[src/rtl/led_pio_blink_pkg.sv]
// Shared constants for the LED PIO: register addresses, bus widths and the PWM gate.
package led_pio_pkg;

  localparam int unsigned ADDR_W = 3;
  localparam int unsigned BUS_W  = 32;
  localparam int unsigned DUTY_W = 8;

  localparam logic [ADDR_W-1:0] ADDR_DATA   = 3'd0;
  localparam logic [ADDR_W-1:0] ADDR_SET    = 3'd1;
  localparam logic [ADDR_W-1:0] ADDR_CLEAR  = 3'd2;
  localparam logic [ADDR_W-1:0] ADDR_BLINK  = 3'd3;
  localparam logic [ADDR_W-1:0] ADDR_PERIOD = 3'd4;
  localparam logic [ADDR_W-1:0] ADDR_DUTY   = 3'd5;

  localparam logic [DUTY_W-1:0] PWM_FULL = 8'hFF;

  // LEDs lit while the PWM counter is below DUTY; full duty never blanks.
  function automatic logic pwm_gate(input logic [DUTY_W-1:0] cnt,
                                    input logic [DUTY_W-1:0] duty);
    return (cnt < duty) || (duty == PWM_FULL);
  endfunction

endpackage

[src/rtl/led_pio_blink_if.sv]
// Avalon-MM slave bus bundle for the LED PIO (zero-latency reads).
interface led_pio_blink_if;
  import led_pio_pkg::*;

  logic [ADDR_W-1:0] address;
  logic              chipselect;
  logic              write_n;
  logic [BUS_W-1:0]  writedata;
  logic [BUS_W-1:0]  readdata;

  modport master (output address, chipselect, write_n, writedata, input readdata);
  modport slave  (input address, chipselect, write_n, writedata, output readdata);
endinterface

[src/rtl/led_pio_blink_prescaler.sv]
// Blink prescaler: phase toggles every PERIOD+1 cycles; a PERIOD write restarts it.
module led_pio_prescaler #(
  parameter int unsigned CNT_W = 24
) (
  input  logic             clk,
  input  logic             reset,
  input  logic [CNT_W-1:0] period,
  input  logic             load,
  output logic             phase
);

  logic [CNT_W-1:0] cnt;

  // A load restarts from a clean low phase so a shrunk PERIOD takes effect at once.
  always_ff @(posedge clk) begin
    if (reset || load) begin
      cnt   <= '0;
      phase <= 1'b0;
    end else if (cnt == period) begin
      cnt   <= '0;
      phase <= ~phase;
    end else begin
      cnt   <= cnt + CNT_W'(1);
    end
  end

endmodule

[src/rtl/led_pio_blink.sv]
// LED output PIO with set/clear, per-bit blink and prescaler.
// Optional PWM dimmer (DUTY register at address 5) enabled by LED_PIO_PWM_EN.
module led_pio_blink
  import led_pio_pkg::*;
#(
  parameter int unsigned      WIDTH   = 18,
  parameter int unsigned      CNT_W   = 24,
  parameter logic [WIDTH-1:0] RST_VAL = '0
) (
  input  logic             clk,
  input  logic             reset,
  led_pio_blink_if.slave   bus,
  output logic [WIDTH-1:0] out_port
);

  logic [WIDTH-1:0] data_q;
  logic [WIDTH-1:0] mask_q;
  logic [CNT_W-1:0] period_q;
  logic             phase;
  logic             wr;
  logic             period_load;
  logic [WIDTH-1:0] wd_led;
  logic [CNT_W-1:0] wd_cnt;
  logic [WIDTH-1:0] blink_out;
  logic             unused_wd;

  assign wr          = bus.chipselect && !bus.write_n;
  assign period_load = wr && (bus.address == ADDR_PERIOD);
  assign wd_led      = WIDTH'(bus.writedata);
  assign wd_cnt      = CNT_W'(bus.writedata);
  assign unused_wd   = ^bus.writedata;

`ifdef LED_PIO_PWM_EN
  logic [DUTY_W-1:0] duty_q;
  logic [DUTY_W-1:0] pwm_cnt_q;

  always_ff @(posedge clk) begin
    if (reset) begin
      duty_q    <= PWM_FULL;
      pwm_cnt_q <= '0;
    end else begin
      pwm_cnt_q <= pwm_cnt_q + DUTY_W'(1);
      if (wr && (bus.address == ADDR_DUTY)) duty_q <= DUTY_W'(bus.writedata);
    end
  end
`endif

  // Register file; only one register is addressed per cycle.
  always_ff @(posedge clk) begin
    if (reset) begin
      data_q   <= RST_VAL;
      mask_q   <= '0;
      period_q <= '0;
    end else if (wr) begin
      case (bus.address)
        ADDR_DATA:   data_q   <= wd_led;
        ADDR_SET:    data_q   <= data_q | wd_led;
        ADDR_CLEAR:  data_q   <= data_q & ~wd_led;
        ADDR_BLINK:  mask_q   <= wd_led;
        ADDR_PERIOD: period_q <= wd_cnt;
        default:     ;
      endcase
    end
  end

  led_pio_prescaler #(.CNT_W(CNT_W)) u_prescaler (
    .clk    (clk),
    .reset  (reset),
    .period (period_q),
    .load   (period_load),
    .phase  (phase)
  );

  assign blink_out = (data_q & ~mask_q) | (data_q & mask_q & {WIDTH{phase}});

`ifdef LED_PIO_PWM_EN
  assign out_port = blink_out & {WIDTH{pwm_gate(pwm_cnt_q, duty_q)}};
`else
  assign out_port = blink_out;
`endif

  // Zero-latency read mux, zero-extended to the bus width.
  always_comb begin
    bus.readdata = '0;
    case (bus.address)
      ADDR_DATA:   bus.readdata = BUS_W'(data_q);
      ADDR_SET:    bus.readdata = BUS_W'(out_port);
      ADDR_BLINK:  bus.readdata = BUS_W'(mask_q);
      ADDR_PERIOD: bus.readdata = BUS_W'(period_q);
`ifdef LED_PIO_PWM_EN
      ADDR_DUTY:   bus.readdata = BUS_W'(duty_q);
`else
      ADDR_DUTY:   bus.readdata = '0;
`endif
      default:     bus.readdata = '0;
    endcase
  end

endmodule

[src/flat_wrapper.sv]
// flat-port wrapper written by rule: the top's interface ports become plain ports
module led_pio_blink_flat import led_pio_pkg::*;
#(
  parameter int unsigned      WIDTH   = 18,
  parameter int unsigned      CNT_W   = 24,
  parameter logic [WIDTH-1:0] RST_VAL = '0
)
  (clk, reset, out_port, bus_address, bus_chipselect, bus_write_n, bus_writedata, bus_readdata);
  led_pio_blink_if bus_i ();
  input  logic clk;
  input  logic reset;
  output logic [WIDTH-1:0] out_port;
  input wire logic [$bits(bus_i.address)-1:0] bus_address;
  input wire logic [$bits(bus_i.chipselect)-1:0] bus_chipselect;
  input wire logic [$bits(bus_i.write_n)-1:0] bus_write_n;
  input wire logic [$bits(bus_i.writedata)-1:0] bus_writedata;
  output wire logic [$bits(bus_i.readdata)-1:0] bus_readdata;
  assign bus_i.address = bus_address;
  assign bus_i.chipselect = bus_chipselect;
  assign bus_i.write_n = bus_write_n;
  assign bus_i.writedata = bus_writedata;
  assign bus_readdata = bus_i.readdata;
  led_pio_blink #(.WIDTH(WIDTH), .CNT_W(CNT_W), .RST_VAL(RST_VAL)) u_core (.clk(clk), .reset(reset), .bus(bus_i), .out_port(out_port));
endmodule
[config.mk]
export PLATFORM = sky130hd
export DESIGN_NAME = led_pio_blink_flat
export DESIGN_NICKNAME = d
export VERILOG_FILES = /design/src/rtl/led_pio_blink_pkg.sv /design/src/rtl/led_pio_blink_if.sv /design/src/rtl/led_pio_blink_prescaler.sv /design/src/rtl/led_pio_blink.sv /design/src/flat_wrapper.sv
export SDC_FILE = /design/constraint.sdc
export NUM_CORES = 1
export LEC_CHECK = 0
export BUFFER_PORTS_ARGS = -buffer_cell sky130_fd_sc_hd__buf_2
export CAP_MARGIN = 30
export CORE_MARGIN = 4
export CORE_UTILIZATION = 55
export DETAILED_ROUTE_END_ITERATION = 12
export PLACE_DENSITY = 0.81
export SLEW_MARGIN = 20
export SYNTH_ARGS = -nofsm -noshare
export SYNTH_HDL_FRONTEND = slang
export SYNTH_SLANG_ARGS = --single-unit
[constraint.sdc]
create_clock -name clk -period 2.25 [get_ports clk]
set_input_delay 0.225 -clock clk [delete_from_list [all_inputs] [get_ports clk]]
set_output_delay 0.225 -clock clk [all_outputs]
set_load 0.005 [all_outputs]
==> summary.md, run 1 <==
| Metric | Value |
|---|---|
| Post-synth EDFFs | `0` |
| Via/cell ratio | `5.926` |
| Pin count of the biggest net entering global routing | `61` |
| # rows | `31` |
| Ys Warns | `0` |
| Initial DRT Pass Iterations | `7` |
| Register area | `1702 um^2` |
| Post-synth top flop | `dfxtp_1` |
| Antenna violations before repair | `0` |
| Full die area | `9092 um^2` |
| Unrepaired setup endpoints after global routing | `false` |
| Synth area leader | `dfxtp_1` |
| Crit end category | `output port` |
| Total setup buffers inserted after CTS | `0` |
| Clock Path Buffers | `2` |
| CTS buffer count | `9` |
| # fillers | `612` |
| H-tree depth | `3` |
| Clock group share of total power | `0.344` |
| Sw Pwr | `797.6 uW` |
| Fmax achieved | `0.4725 GHz` |
| FFs w/ async S/R, synth | `0` |
| Worst Path Arrival | `1.89 ns` |
| Switching part of the total | `0.2754` |
| DR WL/cell | `16.48 um` |
| Hold buffer count at CTS | `0` |
| Post-CTS sizing | `0` |
| CTS tree | `yes` |
| P&R area growth vs syn | `15.68%` |
| Gate Count Post-Synth | `525` |
| Top Ports | `89` |
| Worst slew pin tran | `0.7538 ns` |
| Commonest non-fill, non-tap cells in the layout | `nand2_1, dfxtp_1, buf_2` |
| Via Count | `4154` |
| Min-delay worst type | `in2reg` |
| Max-slew violations | `0` |
| Overflow after GRT | `0` |
| GPL Wtd Cong | `0.8711` |
| Share of cells above drive strength 1 | `0.2027` |
| Worst path required time | `2.03 ns` |
| Die outline width | `95.35 um` |
| Routed Antenna Nets | `0` |
| CP max FO | `22` |
| Vias in the first global route | `4043` |
| Syn Std Cell Area | `4197 um^2` |
| Critical path launch point type | `flip-flop` |
| Status | `completed` |
| Top cells by area, synth | `dfxtp_1, nand2_1, xor2_1` |
| Sink Count | `85` |
| Core area | `7331 um^2` |
| Fin Setup TNS | `0 ns` |
| Sequential fraction of the synthesis area | `0.4055` |
| Fin crit period | `2.116 ns` |
| First-pass GRT wire length | `18.60 mm` |
| Commonest non-fill, non-tap cell in the layout | `nand2_1` |
| Total power | `2.897 mW` |
| Clock Skew | `0.008936 ns` |
| PortBufs | `72` |
| DRC viols | `0` |
| Comb power frac | `0.116` |
| Clk_lat worst skew | `0.36 ns` |
| Hpwl dp | `8.254 mm` |
| Ant diodes | `0` |
| Yosys cell types | `43` |
| Initial Utilization | `0.5725` |
| Leak pwr | `2.054 nW` |
| Tcrit/Tclk final | `0.9406` |
| Layout net count | `637` |
| IR drop worst, VDD | `392.9 uV` |
| Clk slew on worst S/H paths | `0.09 ns` |
| Max-Cap Viols | `0` |
| Final Hold Viols | `0` |
| Register bit total from synthesis | `85` |
| Clk root buf | `clkbuf_8` |
| Top cell type's share of synthesized area | `0.4055` |
| Syn avg cell area | `7.993 um^2` |
| Power Dens Cells | `596.6 nW/um^2` |
| Routed WL | `11.55 mm` |
| Slew headroom | `0.4963` |
| Area of the multi-input gates | `2266 um^2` |
| Die height | `95.35 um` |
| Crit path kind | `reg2out` |
| Sequential power share | `0.539` |
| Gr usage total | `0.2625` |
| Detailed router's first-iteration violation count | `429` |
| Final Setup Violations | `0` |
| P_int | `2.099 mW` |
[synthesized netlist by cell type (2+ instances only)]
master,number
a21boi_0,19
a21oi_1,42
a222oi_1,10
a22oi_1,32
a311oi_1,10
and2_1,6
and4_2,2
buf_2,9
buf_4,8
clkbuf_1,22
dfxtp_1,85
inv_1,15
nand2_1,101
nand2b_1,2
nand3_1,8
nand4_1,6
nor2_1,46
nor2_2,2
nor3_1,7
nor3_2,2
nor4_1,7
o21ai_0,17
o21ai_1,2
xnor2_1,13
xor2_1,34
[power groups by stage]
| stage | registers, mW | clock network [mW] | logic, mW |
|---|---|---|---|
| 2_1_floorplan | 1.59 | 0 | 0.211 |
| 4_1_cts | 1.56 | 1.01 | 0.332 |
| 5_1_grt | 1.57 | 1.07 | 0.370 |
| 3_5_place_dp | 1.60 | 0 | 0.332 |
| 6_report | 1.56 | 0.997 | 0.337 |
| 3_3_place_gp | 1.60 | 0 | 0.322 |
[final timing paths]
path	startpoint	to	slack [ns]	cells past startpoint
min	bus_writedata[19]	u_core.period_q[19]	0.10	3
max reg2reg	u_core.period_q[14]	u_core.u_prescaler.cnt[15]	0.26	6
min reg2reg	u_core.mask_q[7]	u_core.mask_q[7]	0.48	2
max	u_core.u_prescaler.phase	bus_readdata[17]	0.13	6
[through the flow]
step	hold WS (ns)	utilization	setup slack [ns]	instances	area [um^2]
after floorplan	0.3610	-	0.5923	532	4223
after global placement	0.4524	0.6380	0.2993	685	4677
after detailed placement	0.4643	0.6380	0.2594	685	4677
after CTS	0.09233	0.6622	0.1654	701	4855
after global routing	0.1079	0.6622	0.06037	701	4855
final	0.1004	0.6622	0.1338	701	4855
[final cells by class]
cell class | count | area share
sequential | 85 | 0.3505
clock inverter | 4 | 0.004639
multi-input combinational | 391 | 0.4668
clock buffer | 12 | 0.03196
timing repair buffer | 94 | 0.1082
tap | 99 | 0.02552
inverter | 16 | 0.01237
[sequential cells by signal, indices dropped and copies added (netlist names)]
| name | count |
|---|---|
| u_core.data_q | 18 |
| u_core.mask_q | 18 |
| u_core.period_q | 24 |
| u_core.u_prescaler.cnt | 24 |
| u_core.u_prescaler.phase | 1 |
[cell families after synthesis]
kind of cell | Yosys count | synth area share
compound gates | 136 | 0.2182
xor+xnor | 47 | 0.09809
fa+ha+maj | 1 | 0.002981
buf+inv | 56 | 0.06082
flops | 85 | 0.4055
other cells | 1 | 0.0008936
simple gates | 199 | 0.2135
[routing by layer]
metal  vias up  track usage  share of wire
met3        38      0.05446          0.080
met5         -            0              0
met1      1954       0.3207           0.40
met4         0       0.1442          0.033
met2       214       0.4303           0.49
li1       1948            -              -
[worst max-delay path, cell delays in order (launching register included)]
cell and delay, ns:
dfxtp_1 0.36, clkinv_1 0.21, buf_4 0.29, a311oi_1 0.32, a222oi_1 0.12, inv_1 0.11, buf_2 0.11
(Power assumes the default switching activity.)
==> run 2, diff against run 1 <==
--- a/config.mk
+++ b/config.mk
@@ -8,9 +8,9 @@
 export BUFFER_PORTS_ARGS = -buffer_cell sky130_fd_sc_hd__buf_2
 export CAP_MARGIN = 30
 export CORE_MARGIN = 4
-export CORE_UTILIZATION = 55
+export CORE_UTILIZATION = 30
 export DETAILED_ROUTE_END_ITERATION = 12
-export PLACE_DENSITY = 0.81
+export PLACE_DENSITY = 0.5
 export SLEW_MARGIN = 20
 export SYNTH_ARGS = -nofsm -noshare
 export SYNTH_HDL_FRONTEND = slang
==> summary.md, run 2 (synthesized netlist as in run 1, its figures left out) <==
| Metric | Value |
|---|---|
| Crit path kind | `reg2out` |
| Full die area | `15940 um^2 (+75%)` |
| DR WL/cell | `16.88 um (+2.4%)` |
| Max-slew violations | `0 (unchanged)` |
| Gr usage total | `0.1677 (-0.09480)` |
| Clock Path Buffers | `2 (unchanged)` |
| Overflow after GRT | `0 (unchanged)` |
| PortBufs | `72 (unchanged)` |
| Leak pwr | `2.145 nW (+4.5%)` |
| Total setup buffers inserted after CTS | `0 (unchanged)` |
| Largest regs | `u_core.period_q: 24 flops, u_core.u_prescaler.cnt: 24 flops` |
| Routed Antenna Nets | `0 (unchanged)` |
| # fillers | `1427 (+130%)` |
| Fmax achieved | `0.5205 GHz (+10%)` |
| Vias in the first global route | `3822 (-5.5%)` |
| Clk_lat worst skew | `0.35 ns (about the same)` |
| Placed cell areas | `4796 um^2 (+2.5%)` |
| Post-CTS sizing | `0 (unchanged)` |
| Met3 Wirelength | `746 um (-20%)` |
| Dpl cells | `765 (+12%)` |
| Unrepaired setup endpoints after global routing | `false` |
| Critical path launch point type | `flip-flop` |
| P&R area growth vs syn | `22.36%` |
| CP max FO | `28 (+27%)` |
| CTS buffer count | `9 (unchanged)` |
| Max-Cap Viols | `0 (unchanged)` |
| Fin crit period | `1.921 ns (-0.1950 ns)` |
| DRC viols | `0 (unchanged)` |
| CTS tree | `yes` |
| Via/cell ratio | `5.099 (-14%)` |
| # rows | `42 (+35%)` |
| Routed met1 length | `6.255 mm (+35%)` |
| Min-delay worst type | `in2reg` |
| GPL Wtd Cong | `0.7969 (-8.5%)` |
| Final Setup Violations | `0 (unchanged)` |
| Post-route insts no fill | `781 (+11%)` |
| Fin Setup TNS | `0 ns (unchanged)` |
| Reg2reg path depth | `6 (unchanged)` |
| Commonest non-fill, non-tap cell in the layout | `nand2_1` |
| Layout net count | `640 (+0.47%)` |
| Met2 routed WL | `5.947 mm (+5.8%)` |
| Core Util, Final | `0.3817 (-0.2805)` |
| Detailed router's first-iteration violation count | `211 (-51%)` |
| Routed WL | `13.18 mm (+14%)` |
| First-pass GRT wire length | `20.99 mm (+13%)` |
| Ant diodes | `0 (unchanged)` |
| Crit end category | `output port` |
| DR top layer | `met4` |
| Post-route cell area | `5135 um^2 (+5.8%)` |
| Antenna violations before repair | `0 (unchanged)` |
| Core area | `13450 um^2 (+84%)` |
| Area of the multi-input gates | `2266 um^2 (unchanged)` |
| Sink Count | `85 (unchanged)` |
| Clk root buf | `clkbuf_16` |
| Via Count | `3982 (-4.1%)` |
| Pin count of the biggest net entering global routing | `29 (-52%)` |
| Worst Path Arrival | `1.70 ns (-0.19 ns)` |
| Power Dens Cells | `708.4 nW/um^2 (+19%)` |
| Top Ports | `89 (unchanged)` |
| Commonest non-fill, non-tap cells in the layout | `nand2_1, dfxtp_1, buf_2` |
| Tcrit/Tclk final | `0.8539 (-0.08667)` |
| Initial Utilization | `0.3119 (-0.2605)` |
| Status | `completed` |
| Die outline width | `126.3 um (+32%)` |
| Clk slew on worst S/H paths | `0.06 ns (-0.03 ns)` |
| Die height | `126.3 um (+32%)` |
| Hold depth | `3 (unchanged)` |
| Register area | `1702 um^2 (unchanged)` |
| Share of cells above drive strength 1 | `0.2083 (+0.005607)` |
| IR drop worst, VDD | `490.0 uV (+25%)` |
| H-tree depth | `3 (unchanged)` |
| Initial DRT Pass Iterations | `5 (-2)` |
| Hold buffer count at CTS | `0 (unchanged)` |
| Hpwl dp | `9.321 mm (+13%)` |
| Clock Skew | `0.01034 ns (+0.001403 ns)` |
| Worst path required time | `2.03 ns (about the same)` |
| Final Hold Viols | `0 (unchanged)` |
-- run 2: path summary, 6_finish.rpt --
check | startpoint | to | slack (ns)
worst min-delay path | bus_writedata[18] | u_core.period_q[18] | 0.11
worst max-delay path | u_core.u_prescaler.phase | bus_readdata[15] | 0.33
worst min register to register | u_core.mask_q[8] | u_core.mask_q[8] | 0.47
worst max register to register | u_core.u_prescaler.cnt[0] | u_core.u_prescaler.cnt[5] | 0.43
-- run 2: metal layers --
metal,vias to the layer above,track usage
met5,-,0
met4,0,0.06372
met3,16,0.03514
met2,124,0.2613
met1,1880,0.2281
li1,1962,-
-- run 2: layout make-up --
cell class	count	area share
Inverter	16	0.01170
Sequential cell	85	0.3314
Multi-Input combinational cell	391	0.4413
Clock buffer	9	0.04386
Tap cell	176	0.04288
Clock inverter	7	0.02217
Timing Repair Buffer	97	0.1067
-- run 2: where the power goes --
group | switching [mW] | leakage, nW | internal [mW]
Combinational | 0.236 | 1.29 | 0.110
Sequential | 0.0309 | 0.686 | 1.53
Clock | 0.648 | 0.169 | 1.08
-- run 2: stage by stage --
| step | worst slack [ns] | power [mW] | hold WS, ns |
|---|---|---|---|
| final | 0.3288 | 3.638 | 0.1095 |
| after global routing | 0.1891 | 3.779 | 0.1251 |
| after CTS | 0.2933 | 3.670 | 0.09629 |
| after detailed placement | 0.3942 | 1.943 | 0.4598 |
| after global placement | 0.4408 | 1.943 | 0.4525 |
| after floorplan | 0.5923 | 1.798 | 0.3610 |
-- run 2: critical path, cell delays in order, from the launching register on --
cell      delay (ns)
dfxtp_1         0.32
clkinv_1        0.04
buf_4           0.28
a311oi_1        0.13
a222oi_1        0.34
inv_1           0.07
buf_2           0.14
